**config.mk**
```make
export PLATFORM = sky130hd
export DESIGN_NAME = regfile_write_arbiter_flat
export DESIGN_NICKNAME = d
export VERILOG_FILES = /design/src/rtl/regfile_write_arbiter_pkg.sv /design/src/rtl/regfile_write_arbiter_if.sv /design/src/rtl/regfile_write_arbiter_rr_arbiter.sv /design/src/rtl/regfile_write_arbiter.sv /design/src/flat_wrapper.sv
export SDC_FILE = /design/constraint.sdc
export NUM_CORES = 1
export LEC_CHECK = 0
export CAP_MARGIN = 10
export CELL_PAD_IN_SITES_DETAIL_PLACEMENT = 1
export CELL_PAD_IN_SITES_GLOBAL_PLACEMENT = 2
export CORE_ASPECT_RATIO = 0.8
export CORE_MARGIN = 3
export CORE_UTILIZATION = 25
export DETAILED_ROUTE_END_ITERATION = 10
export GPL_TIMING_DRIVEN = 0
export PLACE_DENSITY = 0.95
export SLEW_MARGIN = 10
export SYNTH_ARGS = -nofsm -noshare
export SYNTH_HDL_FRONTEND = slang
export SYNTH_HIERARCHICAL = 1
export SYNTH_SLANG_ARGS = --single-unit
```
**constraint.sdc**
```tcl
create_clock -name clk -period 7 [get_ports clk]
set_clock_uncertainty 0.2 [all_clocks]
set_input_delay 0.7 -clock clk [delete_from_list [all_inputs] [get_ports clk]]
set_output_delay 0.7 -clock clk [all_outputs]
set_load 0.05 [all_outputs]
```
**src/rtl/regfile_write_arbiter_pkg.sv**
```systemverilog
// Shared widths and the write-request record for the register-file write arbiter.
package regfile_write_arbiter_pkg;
  localparam int DATA_W   = 16;
  localparam int ADDR_W   = 3;
  localparam int NUM_REGS = 1 << ADDR_W;

  typedef struct packed {
    logic [ADDR_W-1:0] addr;
    logic [DATA_W-1:0] data;
  } wr_req_t;
endpackage

```
**src/rtl/regfile_write_arbiter_if.sv**
```systemverilog
// Write-back requester bundle plus the register file write port it feeds.
interface regfile_write_arbiter_if #(
  parameter int NUM_REQ = 3,
  parameter int DATA_W  = regfile_write_arbiter_pkg::DATA_W,
  parameter int ADDR_W  = regfile_write_arbiter_pkg::ADDR_W
);
  // Requester i transfers on the cycle req_valid[i] && req_ready[i]; it keeps
  // valid, addr slice i and data slice i stable until that cycle. At most one
  // ready bit is high, and ready is a combinational function of valid.
  logic [NUM_REQ-1:0]        req_valid;
  logic [NUM_REQ-1:0]        req_ready;
  logic [NUM_REQ*ADDR_W-1:0] req_addr;
  logic [NUM_REQ*DATA_W-1:0] req_data;
  logic [DATA_W-1:0]         bus_w;
  logic [ADDR_W-1:0]         addr_w;
  logic                      en_w;

  modport master (
    output req_valid, req_addr, req_data,
    input  req_ready, bus_w, addr_w, en_w
  );

  modport slave (
    input  req_valid, req_addr, req_data,
    output req_ready, bus_w, addr_w, en_w
  );
endinterface

```
**src/rtl/regfile_write_arbiter_rr_arbiter.sv**
```systemverilog
// Round-robin request/grant; the pointer names the highest-priority requester.
module rr_arbiter #(
  parameter int NUM_REQ = 3
) (
  input  logic                       clk,
  input  logic                       reset,
  input  logic [NUM_REQ-1:0]         req,
  output logic [NUM_REQ-1:0]         gnt,
  output logic [$clog2(NUM_REQ)-1:0] gnt_idx
);
  localparam int IDX_W = $clog2(NUM_REQ);

  logic [IDX_W-1:0] ptr_q;
  logic             found;

  always_comb begin
    gnt     = '0;
    gnt_idx = '0;
    found   = 1'b0;
    for (int k = 0; k < NUM_REQ; k++) begin
      if (!found && req[(int'(ptr_q) + k) % NUM_REQ]) begin
        found   = 1'b1;
        gnt_idx = IDX_W'((int'(ptr_q) + k) % NUM_REQ);
      end
    end
    // No grant while reset is held low, even with requests pending.
    if (found && reset) gnt[gnt_idx] = 1'b1;
  end

  always_ff @(posedge clk or negedge reset) begin
    if (!reset) begin
      ptr_q <= '0;
    end else if (|gnt) begin
      ptr_q <= (int'(gnt_idx) == NUM_REQ - 1) ? '0 : gnt_idx + 1'b1;
    end
  end
endmodule

```
**src/rtl/regfile_write_arbiter.sv**
```systemverilog
// Shares the register file write port among write-back units and tracks
// pending-write reservations so decode can stall on RAW/WAW hazards.
module regfile_write_arbiter
  import regfile_write_arbiter_pkg::*;
#(
  parameter int NUM_REQ = 3,
  parameter int DATA_W  = regfile_write_arbiter_pkg::DATA_W,
  parameter int ADDR_W  = regfile_write_arbiter_pkg::ADDR_W
) (
  input  logic                    clk,
  input  logic                    reset,
  regfile_write_arbiter_if.slave  wb,
  input  logic                    sb_set,
  input  logic [ADDR_W-1:0]       sb_set_addr,
  input  logic [ADDR_W-1:0]       chk_addr_a,
  input  logic [ADDR_W-1:0]       chk_addr_b,
  input  logic [ADDR_W-1:0]       chk_addr_d,
  output logic                    hazard,
  output logic [(1<<ADDR_W)-1:0]  busy,
  output logic                    sb_error
);
  localparam int NREG  = 1 << ADDR_W;
  localparam int IDX_W = $clog2(NUM_REQ);

  logic [NUM_REQ-1:0] gnt;
  logic [IDX_W-1:0]   gnt_idx;
  wr_req_t            sel;
  wr_req_t            wr_q;
  logic               en_q;
  logic [NREG-1:0]    busy_q;
  logic [NREG-1:0]    busy_nxt;
  logic               err_q;
  logic               set_on_busy;

  rr_arbiter #(.NUM_REQ(NUM_REQ)) u_arb (
    .clk     (clk),
    .reset   (reset),
    .req     (wb.req_valid),
    .gnt     (gnt),
    .gnt_idx (gnt_idx)
  );

  assign wb.req_ready = gnt;

  always_comb begin
    sel.addr = wb.req_addr[int'(gnt_idx)*ADDR_W +: ADDR_W];
    sel.data = wb.req_data[int'(gnt_idx)*DATA_W +: DATA_W];
  end

  // Output stage: address/data hold their last values when nothing is accepted.
  always_ff @(posedge clk or negedge reset) begin
    if (!reset) begin
      en_q <= 1'b0;
      wr_q <= '0;
    end else begin
      en_q <= |gnt;
      if (|gnt) wr_q <= sel;
    end
  end

  assign wb.en_w   = en_q;
  assign wb.addr_w = wr_q.addr;
  assign wb.bus_w  = wr_q.data;

  // Commit clears first, then a same-edge reservation of that register wins.
  always_comb begin
    busy_nxt = busy_q;
    if (en_q)   busy_nxt[wr_q.addr]   = 1'b0;
    if (sb_set) busy_nxt[sb_set_addr] = 1'b1;
  end

  assign set_on_busy = sb_set && busy_q[sb_set_addr] &&
                       !(en_q && (wr_q.addr == sb_set_addr));

  always_ff @(posedge clk or negedge reset) begin
    if (!reset) begin
      busy_q <= '0;
      err_q  <= 1'b0;
    end else begin
      busy_q <= busy_nxt;
      if (set_on_busy) err_q <= 1'b1;
    end
  end

  assign busy     = busy_q;
  assign sb_error = err_q;
  assign hazard   = busy_q[chk_addr_a] | busy_q[chk_addr_b] | busy_q[chk_addr_d];
endmodule

```
**src/flat_wrapper.sv**
```systemverilog
// flat-port wrapper written by rule: the top's interface ports become plain ports
module regfile_write_arbiter_flat import regfile_write_arbiter_pkg::*;
#(
  parameter int NUM_REQ = 3,
  parameter int DATA_W  = regfile_write_arbiter_pkg::DATA_W,
  parameter int ADDR_W  = regfile_write_arbiter_pkg::ADDR_W
)
  (clk, reset, sb_set, sb_set_addr, chk_addr_a, chk_addr_b, chk_addr_d, hazard, busy, sb_error, wb_req_valid, wb_req_addr, wb_req_data, wb_req_ready, wb_bus_w, wb_addr_w, wb_en_w);
  regfile_write_arbiter_if #(.NUM_REQ(NUM_REQ), .DATA_W(DATA_W), .ADDR_W(ADDR_W)) wb_i ();
  input  logic clk;
  input  logic reset;
  input  logic sb_set;
  input  logic [ADDR_W-1:0] sb_set_addr;
  input  logic [ADDR_W-1:0] chk_addr_a;
  input  logic [ADDR_W-1:0] chk_addr_b;
  input  logic [ADDR_W-1:0] chk_addr_d;
  output logic hazard;
  output logic [(1<<ADDR_W)-1:0] busy;
  output logic sb_error;
  input wire logic [$bits(wb_i.req_valid)-1:0] wb_req_valid;
  input wire logic [$bits(wb_i.req_addr)-1:0] wb_req_addr;
  input wire logic [$bits(wb_i.req_data)-1:0] wb_req_data;
  output wire logic [$bits(wb_i.req_ready)-1:0] wb_req_ready;
  output wire logic [$bits(wb_i.bus_w)-1:0] wb_bus_w;
  output wire logic [$bits(wb_i.addr_w)-1:0] wb_addr_w;
  output wire logic [$bits(wb_i.en_w)-1:0] wb_en_w;
  assign wb_i.req_valid = wb_req_valid;
  assign wb_i.req_addr = wb_req_addr;
  assign wb_i.req_data = wb_req_data;
  assign wb_req_ready = wb_i.req_ready;
  assign wb_bus_w = wb_i.bus_w;
  assign wb_addr_w = wb_i.addr_w;
  assign wb_en_w = wb_i.en_w;
  regfile_write_arbiter #(.NUM_REQ(NUM_REQ), .DATA_W(DATA_W), .ADDR_W(ADDR_W)) u_core (.clk(clk), .reset(reset), .wb(wb_i), .sb_set(sb_set), .sb_set_addr(sb_set_addr), .chk_addr_a(chk_addr_a), .chk_addr_b(chk_addr_b), .chk_addr_d(chk_addr_d), .hazard(hazard), .busy(busy), .sb_error(sb_error));
endmodule
```
Yosys cells after proc, flatten, opt, wreduce, memory -nomap -nowiden
Index checks and enable logic that the tools add are counted.

Bits in registers: 31. Latch bits: 0. Memory bits (writable): 0. Memory bits (read-only): 0. Input bits: 75. Output and inout bits: 33. Logic and storage cells: 80. Memories: 0.

Add/subtract/negate cells: 3. Multipliers: 1. Divide/modulo/power cells: 3. Magnitude comparators: 12. Eq/ne operators: 2. Shifts and indexed selects: 2. Mux-type cells: 33. Bitwise gates (word level): 5. Reductions and logical operators: 13.

Operator list (number): $lt A32 B4 Y1 const B (3); $mod A32 B3 Y32 const B (2); $shiftx A48 B7 Y16 (1); $mod A3 B3 Y32 const B (1); $shiftx A9 B32 Y3 (1); $lt A3 B4 Y1 const B (5); $mux W1 (16); $mux W8 (2); $bmux W1 S3 (4); $logic_and A1 B1 Y1 (9); $and A8 B8 Y8 (1); $mux W2 (4); $not A8 Y8 (1); $or A8 B8 Y8 (1); $bmux W1 S2 (3); $demux W1 S3 (2); $ge A3 B1 Y1 const B (2); $mul A2 B2 Y4 const B (1); $add A2 B1 Y3 const B (1); $add A2 B2 Y3 const B (1); $eq A3 B3 Y1 (1); $logic_not A1 Y1 (3); $lt A2 B3 Y1 const B (1); $mux W3 (1); other kinds (6) (7).

Logic depth before layout (Yosys ltp)
Gate-level depths: netlist of run 1.

Depth in word-level cells: 17. Gate-level depth with buffers: 12. Mapped depth without buffers: 10.

Cells and area by module
Netlist of run 1, hierarchy kept.

Modules (own cells, without submodules): regfile_write_arbiter (instances 1, cells an instance 169, area an instance 1750.4 um^2); rr_arbiter (instances 1, cells an instance 48, area an instance 389.1 um^2).

Least setup slack after synthesis of run 1
OpenSTA, ideal clock, no wires.

Path type: flip-flop to flip-flop. Start: register u_core.u_arb.ptr_q[0]. End: register u_core.wr_q, in the netlist u_core/wb.addr_w[2]. Setup time: 0.126 ns. Arrival time: 3.011 ns. Setup slack: 3.663 ns. Cell stages (with the launch flop): 13. Buffers on the path: 3. Period minus slack after synthesis: 3.337 ns. Path through: dfrtp_1 inv_1 ha_1 buf_4 nor2b_1 o21ai_2 nand4_2 nand3_4 nor4_2 or3_1 buf_2 buf_2 a21oi_1.

Word-level cells in the longest chain between the ends: 17.

RTL lines: start, declared (RTL line regfile_write_arbiter_rr_arbiter.sv:13) `logic [IDX_W-1:0] ptr_q;`; start signal, assigned (RTL line regfile_write_arbiter_rr_arbiter.sv:34) `ptr_q <= (int'(gnt_idx) == NUM_REQ - 1) ? '0 : gnt_idx + 1'b1;`; branches (longest 10 deep; another with $mod A32 B3 Y32); $mux W2 * (RTL line regfile_write_arbiter_rr_arbiter.sv:21) `if (!found && req[(int'(ptr_q) + k) % NUM_REQ]) begin`; via u_core.gnt_idx[0] (RTL line regfile_write_arbiter.sv:26) `logic [IDX_W-1:0] gnt_idx;`; $lt A2 B3 Y1 (not written as such) / $ge A2 B1 Y1 (equally long branches) (RTL line regfile_write_arbiter_rr_arbiter.sv:27) `if (found && reset) gnt[gnt_idx] = 1'b1;`; $logic_and A1 B1 Y1 (not written as such) (RTL line regfile_write_arbiter_rr_arbiter.sv:27); $mux W1 (not written as such) (RTL line regfile_write_arbiter_rr_arbiter.sv:27); $demux W1 S2 * (RTL line regfile_write_arbiter_rr_arbiter.sv:27); $mux W3 * (RTL line regfile_write_arbiter_rr_arbiter.sv:27); via wb_req_ready[2] (RTL line flat_wrapper.sv:23) `output wire logic [$bits(wb_i.req_ready)-1:0] wb_req_ready;`; $reduce_or A3 Y1 * (RTL line regfile_write_arbiter.sv:57) `if (|gnt) wr_q <= sel;`; end signal, assigned (RTL line regfile_write_arbiter.sv:57); end, declared (RTL line regfile_write_arbiter.sv:28) `wr_req_t wr_q;`.

Mark *: on every way through the listed nets, which the timed path passes. The select of a mux whose other input is x is not followed. A chain may end at the register's enable or synchronous reset.

Final worst setup path of run 1
Start: input wb_req_valid[2]. End: output wb_req_ready[2].

Word-level cells in the longest chain between the ends: 15.

RTL lines: start, declared (RTL line flat_wrapper.sv:20) `input wire logic [$bits(wb_i.req_valid)-1:0] wb_req_valid;`; $bmux W1 S2 (RTL line regfile_write_arbiter_rr_arbiter.sv:21); $mux W1 (not written as such) (2 in a row) (RTL line regfile_write_arbiter_rr_arbiter.sv:21); $mux W1 (RTL line regfile_write_arbiter_rr_arbiter.sv:21); $logic_not A1 Y1 (RTL line regfile_write_arbiter_rr_arbiter.sv:21); $logic_and A1 B1 Y1 (RTL line regfile_write_arbiter_rr_arbiter.sv:21); $mux W1 (RTL line regfile_write_arbiter_rr_arbiter.sv:21); $logic_not A1 Y1 (RTL line regfile_write_arbiter_rr_arbiter.sv:21); $logic_and A1 B1 Y1 (RTL line regfile_write_arbiter_rr_arbiter.sv:21); $mux W2 * (RTL line regfile_write_arbiter_rr_arbiter.sv:21); via u_core.gnt_idx[0] (RTL line regfile_write_arbiter.sv:26); $lt A2 B3 Y1 (not written as such) / $ge A2 B1 Y1 (equally long branches) (RTL line regfile_write_arbiter_rr_arbiter.sv:27); $logic_and A1 B1 Y1 (not written as such) (RTL line regfile_write_arbiter_rr_arbiter.sv:27); $mux W1 (not written as such) (RTL line regfile_write_arbiter_rr_arbiter.sv:27); $demux W1 S2 * (RTL line regfile_write_arbiter_rr_arbiter.sv:27); $mux W3 * (RTL line regfile_write_arbiter_rr_arbiter.sv:27); end, declared (RTL line flat_wrapper.sv:23).

Mark *: on every way through the listed nets, which the timed path passes. The rest lies on a longest branch. The select of a mux whose other input is x is not followed.

==> results of run 1 <==
[layout make-up]
class | count | area, um2
inverter | 6 | 22.5
clock inverter | 1 | 5.00
timing repair buffer | 105 | 1050
buffer | 13 | 72.6
sequential | 31 | 776
multi-input combinational | 167 | 1270
tap | 108 | 135
fill | 947 | 4720
clock buffer | 6 | 82.6
[layout by cell type (no fill, tap or decap), types with 2 or more instances in the layout]
cell type	n
clkdlybuf4s50_1	104
dfrtp_1	31
mux2i_1	26
nor2_1	24
a2bb2oi_1	20
a21oi_1	20
o21ai_0	13
nand2_1	9
mux4_2	7
nor2b_1	7
clkbuf_8	6
inv_1	6
nand2b_1	6
buf_2	5
clkbuf_1	5
o31ai_1	4
ha_1	4
nand3_1	3
buf_4	3
xnor2_1	3
nand4_1	2
nor3_1	2
o21ai_2	2
[cell families (layout without fill, tap and decap cells)]
logic type      after synthesis  after routing
simple gates                 59             59
compound gates               68             68
buf+inv                      19            131
mux                          33             33
xor+xnor                      3              3
flops                        31             31
fa+ha+maj                     4              4
[layer usage]
| metal | share of wire, % | track usage, % | wire, um | vias to the layer above |
|---|---|---|---|---|
| met1 | 45 | 19.9 | 3400 | 1030 |
| met3 | 8.2 | 5.11 | 610 | 2 |
| li1 | - | - | - | 1023 |
| met4 | 0.24 | 2.72 | 18 | 0 |
| met5 | 0 | 0 | 0 | - |
| met2 | 46 | 26.6 | 3440 | 79 |
[state kept, by name, summed over array words and instances, names as in the netlist]
register,count
u_core/wb.en_w,1
u_core/sb_error,1
u_core/u_arb/ptr_q,2
u_core/busy,8
u_core/wb.addr_w,3
u_core/wb.bus_w,16
[Yosys cell counts, types with 2 or more instances]
cell	number	area, um2
dfrtp_1	31	776
mux2i_1	26	260
nor2_1	24	90.1
a21oi_1	20	100
a2bb2oi_1	20	175
o21ai_0	13	65.1
nand2_1	9	33.8
mux4_2	7	158
nor2b_1	7	43.8
inv_1	6	22.5
nand2b_1	6	37.5
clkbuf_1	5	18.8
buf_2	4	20.0
ha_1	4	50.1
o31ai_1	4	30.0
buf_4	3	22.5
nand3_1	3	15.0
xnor2_1	3	26.3
nand4_1	2	12.5
nor3_1	2	10.0
o21ai_2	2	17.5
[worst max-delay path, delay by kind of cell]
kind / cells / cell delay [ns]
AOI/OAI and AO/OA: 1 / 0.20
buffers and inverters: 2 / 1.37
and+or+nand+nor: 3 / 0.70
[through the flow]
stage / hold WS (ns) / instance area (um2) / worst slack (ns) / cells
floorplan: 0.204 / 2140 / 3.66 / 217
global placement: 0.265 / 3330 / 2.31 / 430
detailed placement: 0.305 / 3320 / 3.12 / 430
CTS: 0.321 / 3410 / 3.11 / 437
global route: 0.334 / 3410 / 3.00 / 437
finish: 0.303 / 3410 / 3.13 / 437
[final timing paths]
| kind | startpoint | end | slack [ns] |
|---|---|---|---|
| setup / recovery | wb_req_valid[2] | wb_req_ready[2] | 3.13 |
| hold reg to reg | u_core/sb_error | u_core/sb_error | 0.30 |
| hold / removal | u_core/sb_error | u_core/sb_error | 0.30 |
| max in group asynchronous | reset | u_core/busy[7] | 5.76 |
| setup reg to reg | u_core/u_arb/ptr_q[0] | u_core/wb.bus_w[3] | 3.99 |
| min in group asynchronous | reset | u_core/wb.bus_w[0] | 0.32 |
[power breakdown]
group	leakage, uW	switching [uW]	internal [uW]	total (uW)
clock	0.0000470	63.5	77.0	141
combinational	0.000942	785	509	1290
sequential	0.000344	93.3	275	368
total	0.00133	942	861	1800
==> flow_summary.toml, run 1 <==
[status]
outcome = "complete, no violations"

[critical_path]
reg2reg_depth = 12
crit_chain = "clkdlybuf4s50_1 -> and2b_2 -> o211ai_2 -> nand3_4 -> nor4_2 -> clkdlybuf4s50_1"
criticalPathCategory = "in2out"
worstSetupStartpointType = "input port"
max_stage_delay_ns = 0.86
cpMostUsedCell = "clkdlybuf4s50_1"
cp-end-kind = "primary output"
crit_path_top_delay_cell = "clkdlybuf4s50_1"
worst_ep_required_time_ns = 6.10
worstPathMaxFanout = 7
crit_arrival_ns = 2.97

[placed_design]
place_congestion = 0.819
hpwl_um = 5860
place.port_buffers = 105

[cells_and_area]
n_antenna_cell = 0
final_core_util_pct = 41.9
synthToLayoutAreaGrowth_pct = 59.3
drive_above_1_share_pct = 9.42
nets = 408

[clocking]
tritoncts = "built"
clk_pin_slew_ns = 0.06
cts_hold_buf = 0
clk_path_buf_depth = 2
insertion_delay_ns = 0.27
clock-sinks = 31
post_cts_buffers = 0
cts_inserted_buffers = 5
cts_max_level = 2
ctsResizeCount = 0
cts_root_buf = "clkbuf_8"

[detailed_routing]
wl_um = 7470
dr_total_vias = 2134
ant_nets = 0
drt_iter0_markers = 46
drt_first_pass_iters = 4
drc_errors = 0
routed_via_density = 4.88
wire_per_inst_um = 17.1

[synth]
syn_avg_cell_area_um2 = 9.86
synth_area_mm2 = 0.00214
synthArstFlopShare_pct = 100
netlist_instances = 217
syn_nets = 296
synthSimpleGateAreaFrac_pct = 14.4
muxShareOfSynthArea_pct = 19.5
seq_area_frac_synth_pct = 36.3
synth_top_family_by_area = "compound AO/OA/AOI/OAI gates"
synthFlopType = "dfrtp_1"
ys_ff_latch = 31
synth_compound_area_share_pct = 21.8
yosysUniqueCellTypes = 37
synth_edf_count = 0
yosys.area_share.xor_xnor_pct = 1.23
synth_warnings = 6
synth-adder-area-share_pct = 2.34

[sta]
maxSlewViolCount = 0
fmax_mhz = 258
maxSlewHeadroom_pct = 45.1
tns_ns = 0
rsz0062_at_grt = "no"
finalCritPeriodShare_pct = 55.3
worst_pin_slew_ns = 0.823
final.min_clock_period_ns = 3.87
hold_viol_final = 0
setup_viol_count_final = 0

[floorplanning]
die_h_um = 88.7
core_mm2 = 0.00813
die_x_um = 109
initial_utilization_pct = 26.3
dieArea_mm2 = 0.00971
row_count = 29
pin_count = 108

[grt]
grt_pass1_vias = 2390
overflow = 0
grt_pass1_wl_um = 12000
track_usage_pct = 15.7
grt_max_degree = 35
antenna_found_initial = 0

[run]
maxCapViolCount = 0

[power]
p_total_uw = 1800
ir_drop_mv = 0.211
leakage_uw = 0.00133
power.density_mw_per_mm2 = 529

[hold_path]
hold_path_class = "reg2reg"
hold_depth = 1
No activity file was read; power rests on OpenSTA's default activity.
==> run 2, diff against run 1 <==
Settings changed: CORE_UTILIZATION 25 to 23, PLACE_DENSITY 0.95 to 0.92.
Clock period 7 ns to 3.6 ns, I/O delays scaled along.
==> run 2 against run 1 <==
The run now ends with negative hold slack left. First-iteration DRC count increased by 43%. Count of clock-buffer cells in the layout unchanged. Non-clock buffer count unchanged. Via count increased by 1.6%. Flip-flop and latch count unchanged. Critical path depth increased by 3. Core utilization decreased by 1.9 points. Routed wire length decreased by 0.27%. Hold slack got worse by 0.32 ns. Total power increased by 110%. Final area increased by 2.7%. Sequential share of layout area decreased by 0.59 points. Critical path type is now reg2out.
==> flow_summary.toml, run 2 (synthesis results as in run 1) <==
[detailed_routing]
routed_via_density = 4.91
dr_total_vias = 2169
drc_errors = 0
wl_um = 7450
drt_first_pass_iters = 4
ant_nets = 0
wire_per_inst_um = 16.9
drt_iter0_markers = 66

[power]
combPwrFrac_pct = 67.7
switchingPower_uw = 1870
p_sw_share_pct = 50.0
ir_drop_mv = 0.413
pwr-share-clk_pct = 13.2
power.density_mw_per_mm2 = 1070
leakage_uw = 0.00137
seqPwrFrac_pct = 19.1
power.internal_uw = 1870

[floorplanning]
core_mm2 = 0.00875
dieArea_mm2 = 0.0105
die_h_um = 92.3
pin_count = 108
initial_utilization_pct = 24.5
die_x_um = 114
row_count = 30

[clocking]
clk_pin_slew_ns = 0.05
tritoncts = "built"
post_cts_buffers = 0
ctsResizeCount = 0
clk_path_buf_depth = 2
clock-sinks = 31
cts_hold_buf = 0
cts_max_level = 2
cts_root_buf = "clkbuf_16"
cts_inserted_buffers = 5
insertion_delay_ns = 0.27

[grt]
grt_pass1_vias = 2397
antenna_found_initial = 0
grt_pass1_wl_um = 12200
grt_max_degree = 35
track_usage_pct = 14.5
overflow = 0

[cells_and_area]
fin_area_mm2 = 0.00350
layout_common_cells = "clkdlybuf4s50_1, dfrtp_1, mux2i_1"
final_common_cell = "clkdlybuf4s50_1"
final_cells = 442
nets = 408
drive_above_1_share_pct = 9.70
synthToLayoutAreaGrowth_pct = 63.6
n_antenna_cell = 0
largest_register_ffs = 16
fillers = 1012

[critical_path]
crit_arrival_ns = 2.87
timing.reg2reg.setup_slack_ns = 0.62
reg2reg_to = "u_core/wb.bus_w[7]"
reg2reg_depth = 11
cp-end-kind = "primary output"
worstPathMaxFanout = 10
criticalPathCategory = "reg2out"
timing.rr.start = "u_core/u_arb/ptr_q[0]"
worst_ep_required_time_ns = 3.04
worstSetupStartpointType = "flop"

[sta]
setup_viol_count_final = 0
fmax_mhz = 291
hold-worst-slack_ns = -0.0220
worst_pin_slew_ns = 0.803
maxSlewHeadroom_pct = 46.5
finalCritPeriodShare_pct = 95.4
maxSlewViolCount = 0
hold_viol_final = 31
rsz0062_at_grt = "no"
final.min_clock_period_ns = 3.43

[placed_design]
dpl_cell_area_mm2 = 0.00333
placed_cells = 434
place.port_buffers = 105
hpwl_um = 6000
place_congestion = 0.800

[hold_path]
hold_path_class = "in2async"

[run]
maxCapViolCount = 0

[status]
violations = "negative hold slack"
outcome = "finished with violations"
[run 2: how the worst max path moves through the flow]
stage                                      from                   to  slack [ns]  cells past startpoint
after floorplan           u_core/u_arb/ptr_q[0]  u_core/wb.addr_w[2]        0.26                     12
after global placement                    reset      wb_req_ready[1]       -0.36                      5
after detailed placement        wb_req_valid[2]      wb_req_ready[2]        0.40                      6
after CTS                 u_core/u_arb/ptr_q[0]      wb_req_ready[2]        0.15                      9
after global routing      u_core/u_arb/ptr_q[0]      wb_req_ready[2]        0.01                      9
final                     u_core/u_arb/ptr_q[0]      wb_req_ready[2]        0.17                      9
[run 2: through the flow]
stage	total power, uW	utilization (%)	setup WS [ns]	TNS, ns
6_report	3730	40.0	0.166	0
3_3_place_gp	3200	38.1	-0.358	-2.75
4_1_cts	3780	40.0	0.150	0
3_5_place_dp	3270	38.0	0.401	0
2_1_floorplan	2440	-	0.263	0
5_1_grt	4010	40.0	0.0122	0
[run 2: critical path, cell delays in order (launching register included)]
cell	delay (ns)
dfrtp_1	0.39
inv_1	0.08
ha_1	0.29
buf_4	0.17
nor2b_1	0.15
o21ai_2	0.11
nand4_2	0.12
nand3_4	0.12
nor4_2	0.32
clkdlybuf4s50_1	0.85
[run 2: area by class of cell]
class                           count  area, um2  share of cell area [%]
Buffer                             13       72.6                    2.07
Clock buffer                        6        139                    3.97
Multi-Input combinational cell    167       1270                    36.3
Sequential cell                    31        776                    22.2
Clock inverter                      2       35.0                    1.00
Tap cell                          112        140                    4.00
Inverter                            6       22.5                   0.644
Timing Repair Buffer              105       1050                    29.9
[run 2: power by group through the flow]
stage	clock network [uW]	logic [uW]	registers [uW]
final	492	2530	713
after global routing	525	2740	747
after CTS	507	2560	718
after detailed placement	0	2550	722
after global placement	0	2490	710
after floorplan	0	1230	1210
[run 2: routing by layer]
layer | routed length, um | share of wire [%] | GRT usage (%)
met4 | 50 | 0.67 | 3.07
met1 | 3220 | 43 | 17.8
met3 | 703 | 9.4 | 5.21
met2 | 3470 | 47 | 24.5
met5 | 0 | 0 | 0
==> run 3, diff against run 2 <==
Settings changed: ABC_AREA set to 1, CORE_UTILIZATION 23 to 20, PLACE_DENSITY 0.92 to 0.9.
==> run 3 against run 2 <==
The flow still finishes with violations (negative hold slack). Combinational power up 21%. Routed wire length up 18%. Cell count up 40%. Final area up 4.6%. Critical path type unchanged. Highest routed layer unchanged.
==> flow_summary.toml, run 3 <==
[detailed_routing]
drt_iter0_markers = 61
routed.top_layer = "met4"
wire_per_inst_um = 14.3
drt_first_pass_iters = 4
drc_errors = 0
routed_via_density = 4.37
dr_total_vias = 2701
ant_nets = 0
met3_length_um = 767
wl_met1_um = 4070
wl_um = 8820
wl_met2_um = 3940

[critical_path]
worstSetupStartpointType = "flop"
reg2reg_depth = 17
timing.reg2reg.setup_slack_ns = 0.78
worst_ep_required_time_ns = 3.04
crit_buf_inv = 4
criticalPathCategory = "reg2out"
worstPathMaxFanout = 4
crit_family = "buffers and inverters"
reg2reg_to = "u_core/wb.bus_w[0]"
timing.rr.start = "u_core/u_arb/ptr_q[0]"
crit_arrival_ns = 2.73
crit_chain = "inv_1 -> ha_1 -> inv_2 -> nand3_1 -> inv_1 -> a21oi_4 -> nand3_1 -> nand2_1 -> nand2_2 -> nor2_1 -> clkdlybuf4s50_1"
cp-end-kind = "primary output"
max_stage_delay_ns = 0.84
crit_path_top_delay_cell = "clkdlybuf4s50_1"

[grt]
track_usage_pct = 13.6
overflow = 0
antenna_found_initial = 0
grt_pass1_vias = 2897
grt_max_degree = 34
grt_pass1_wl_um = 14100

[floorplanning]
row_count = 34
die_h_um = 102
die_x_um = 125
initial_utilization_pct = 20.7
pin_count = 108
dieArea_mm2 = 0.0127
core_mm2 = 0.0110

[synth]
synth_warnings = 6
yosys.area_share.xor_xnor_pct = 0
synth_area_mm2 = 0.00228
yosysTopAreaCell = "dfrtp_1"
synthFlopType = "dfrtp_1"
synthArstFlopShare_pct = 100
netlist_instances = 360
yosys-top-cells-count = "nand2_1, nor2_1, inv_1"
synth-adder-area-share_pct = 2.19
synth_compound_area_share_pct = 15.3
seq_area_frac_synth_pct = 34.0
ys_top_cells_by_area = "dfrtp_1, nand2_1, nor2_1"
muxShareOfSynthArea_pct = 0
yosysMostFrequentCell = "nand2_1"
synthSimpleGateAreaFrac_pct = 37.1
yosysUniqueCellTypes = 25
synth_edf_count = 0
yosysTopAreaCellShare_pct = 34.0
syn_nets = 439
synth_top_family_by_area = "simple AND/OR/NAND/NOR gates"
syn_avg_cell_area_um2 = 6.35
ys_ff_latch = 31

[clocking]
cts_inserted_buffers = 5
cts_hold_buf = 0
cts_max_level = 2
clk_path_buf_depth = 2
post_cts_buffers = 0
ctsResizeCount = 0
cts_root_buf = "clkbuf_16"
clock-sinks = 31
clk_pin_slew_ns = 0.06
tritoncts = "built"
insertion_delay_ns = 0.27

[sta]
fmax_mhz = 304
worst_pin_slew_ns = 0.790
hold-worst-slack_ns = -0.0293
maxSlewViolCount = 0
hold_viol_final = 31
final.min_clock_period_ns = 3.29
finalCritPeriodShare_pct = 91.3
maxSlewHeadroom_pct = 47.3
setup_viol_count_final = 0
setup_slack_ns = 0.313
tns_ns = 0
rsz0062_at_grt = "no"

[placed_design]
place.port_buffers = 106
place_ws_ns = 0.471
place_congestion = 0.841
hpwl_um = 7110

[cells_and_area]
layout_common_cells = "clkdlybuf4s50_1, nand2_1, nor2_1"
fillers = 1398
final_core_util_pct = 33.2
final_common_cell = "clkdlybuf4s50_1"
n_antenna_cell = 0
synthToLayoutAreaGrowth_pct = 60.3
drive_above_1_share_pct = 6.12
largest_register_ffs = 16
nets = 552

[power]
power.density_mw_per_mm2 = 1130
ir_drop_mv = 0.396
leakage_uw = 0.00168
p_total_uw = 4150

[hold_path]
hold_path_class = "in2async"

[status]
violations = "negative hold slack"
outcome = "finished with violations"

[run]
maxCapViolCount = 0
-- run 3: cell count changes after synthesis, moves of 6 or more --
cell	previous run	this run
nand2_1	9	99
nor2_1	24	68
inv_1	6	46
mux2i_1	26	0
nand3_1	3	28
a2bb2oi_1	20	0
a21oi_1	20	1
a31oi_1	1	19
o21ai_0	13	26
o21ai_1	1	11
mux4_2	7	0
nor2b_1	7	0
nand2_2	0	6
nand2b_1	6	0
-- run 3: layout make-up --
cell class / count / area [um2] / share of cell area [%]
Inverter: 48 / 180 / 4.92
Clock inverter: 2 / 12.5 / 0.342
Tap cell: 144 / 180 / 4.92
Multi-Input combinational cell: 270 / 1250 / 34.0
Buffer: 11 / 82.6 / 2.25
Clock buffer: 6 / 129 / 3.52
Sequential cell: 31 / 776 / 21.2
Timing Repair Buffer: 106 / 1060 / 28.8
-- run 3: where the power goes --
group          internal (uW)  switching [uW]
Sequential               544             157
Combinational           1030            2010
Clock                    255             144
Total                   1830            2320
-- run 3: cells by family after synthesis --
| family | Yosys count |
|---|---|
| adder cells (fa/ha/maj) | 4 |
| AND/OR/NAND/NOR | 206 |
| flip-flops | 31 |
| buffers and inverters | 59 |
| AO/OA/AOI/OAI | 60 |
-- run 3: per-layer routing --
metal  global-route usage [%]  vias to the layer above
met5                        0                        -
met4                     2.25                        0
met3                     5.48                        2
met2                     22.7                       78
met1                     16.9                     1257
li1                         -                     1364
-- run 3: through the flow --
stage               instance area [um2]  hold WS [ns]  cells
finish                             3660       -0.0293    618
floorplan                          2280        -0.136    360
global route                       3660        0.0257    618
CTS                                3660      0.000159    618
detailed placement                 3520         0.268    610
global placement                   3530         0.253    610
-- run 3: worst register-to-register path: cells and delay by family (launching register included) --
kind	cells	cell delay, ns
compound gates	1	0.12
fa+ha+maj	1	0.34
buf+inv	6	0.83
flops	1	0.39
simple gates	9	0.82
-- run 3: worst max-delay path by stage --
stage                                     start             endpoint  slack, ns  cells past startpoint
final                     u_core/u_arb/ptr_q[0]      wb_req_ready[1]       0.31                     11
after global routing      u_core/u_arb/ptr_q[0]      wb_req_ready[1]       0.10                     11
after detailed placement        wb_req_valid[1]      wb_req_ready[1]       0.47                     10
after global placement                    reset      wb_req_ready[0]      -0.21                      6
after floorplan           u_core/u_arb/ptr_q[0]  u_core/wb.addr_w[2]       0.60                     15
after CTS                 u_core/u_arb/ptr_q[0]      wb_req_ready[1]       0.26                     11
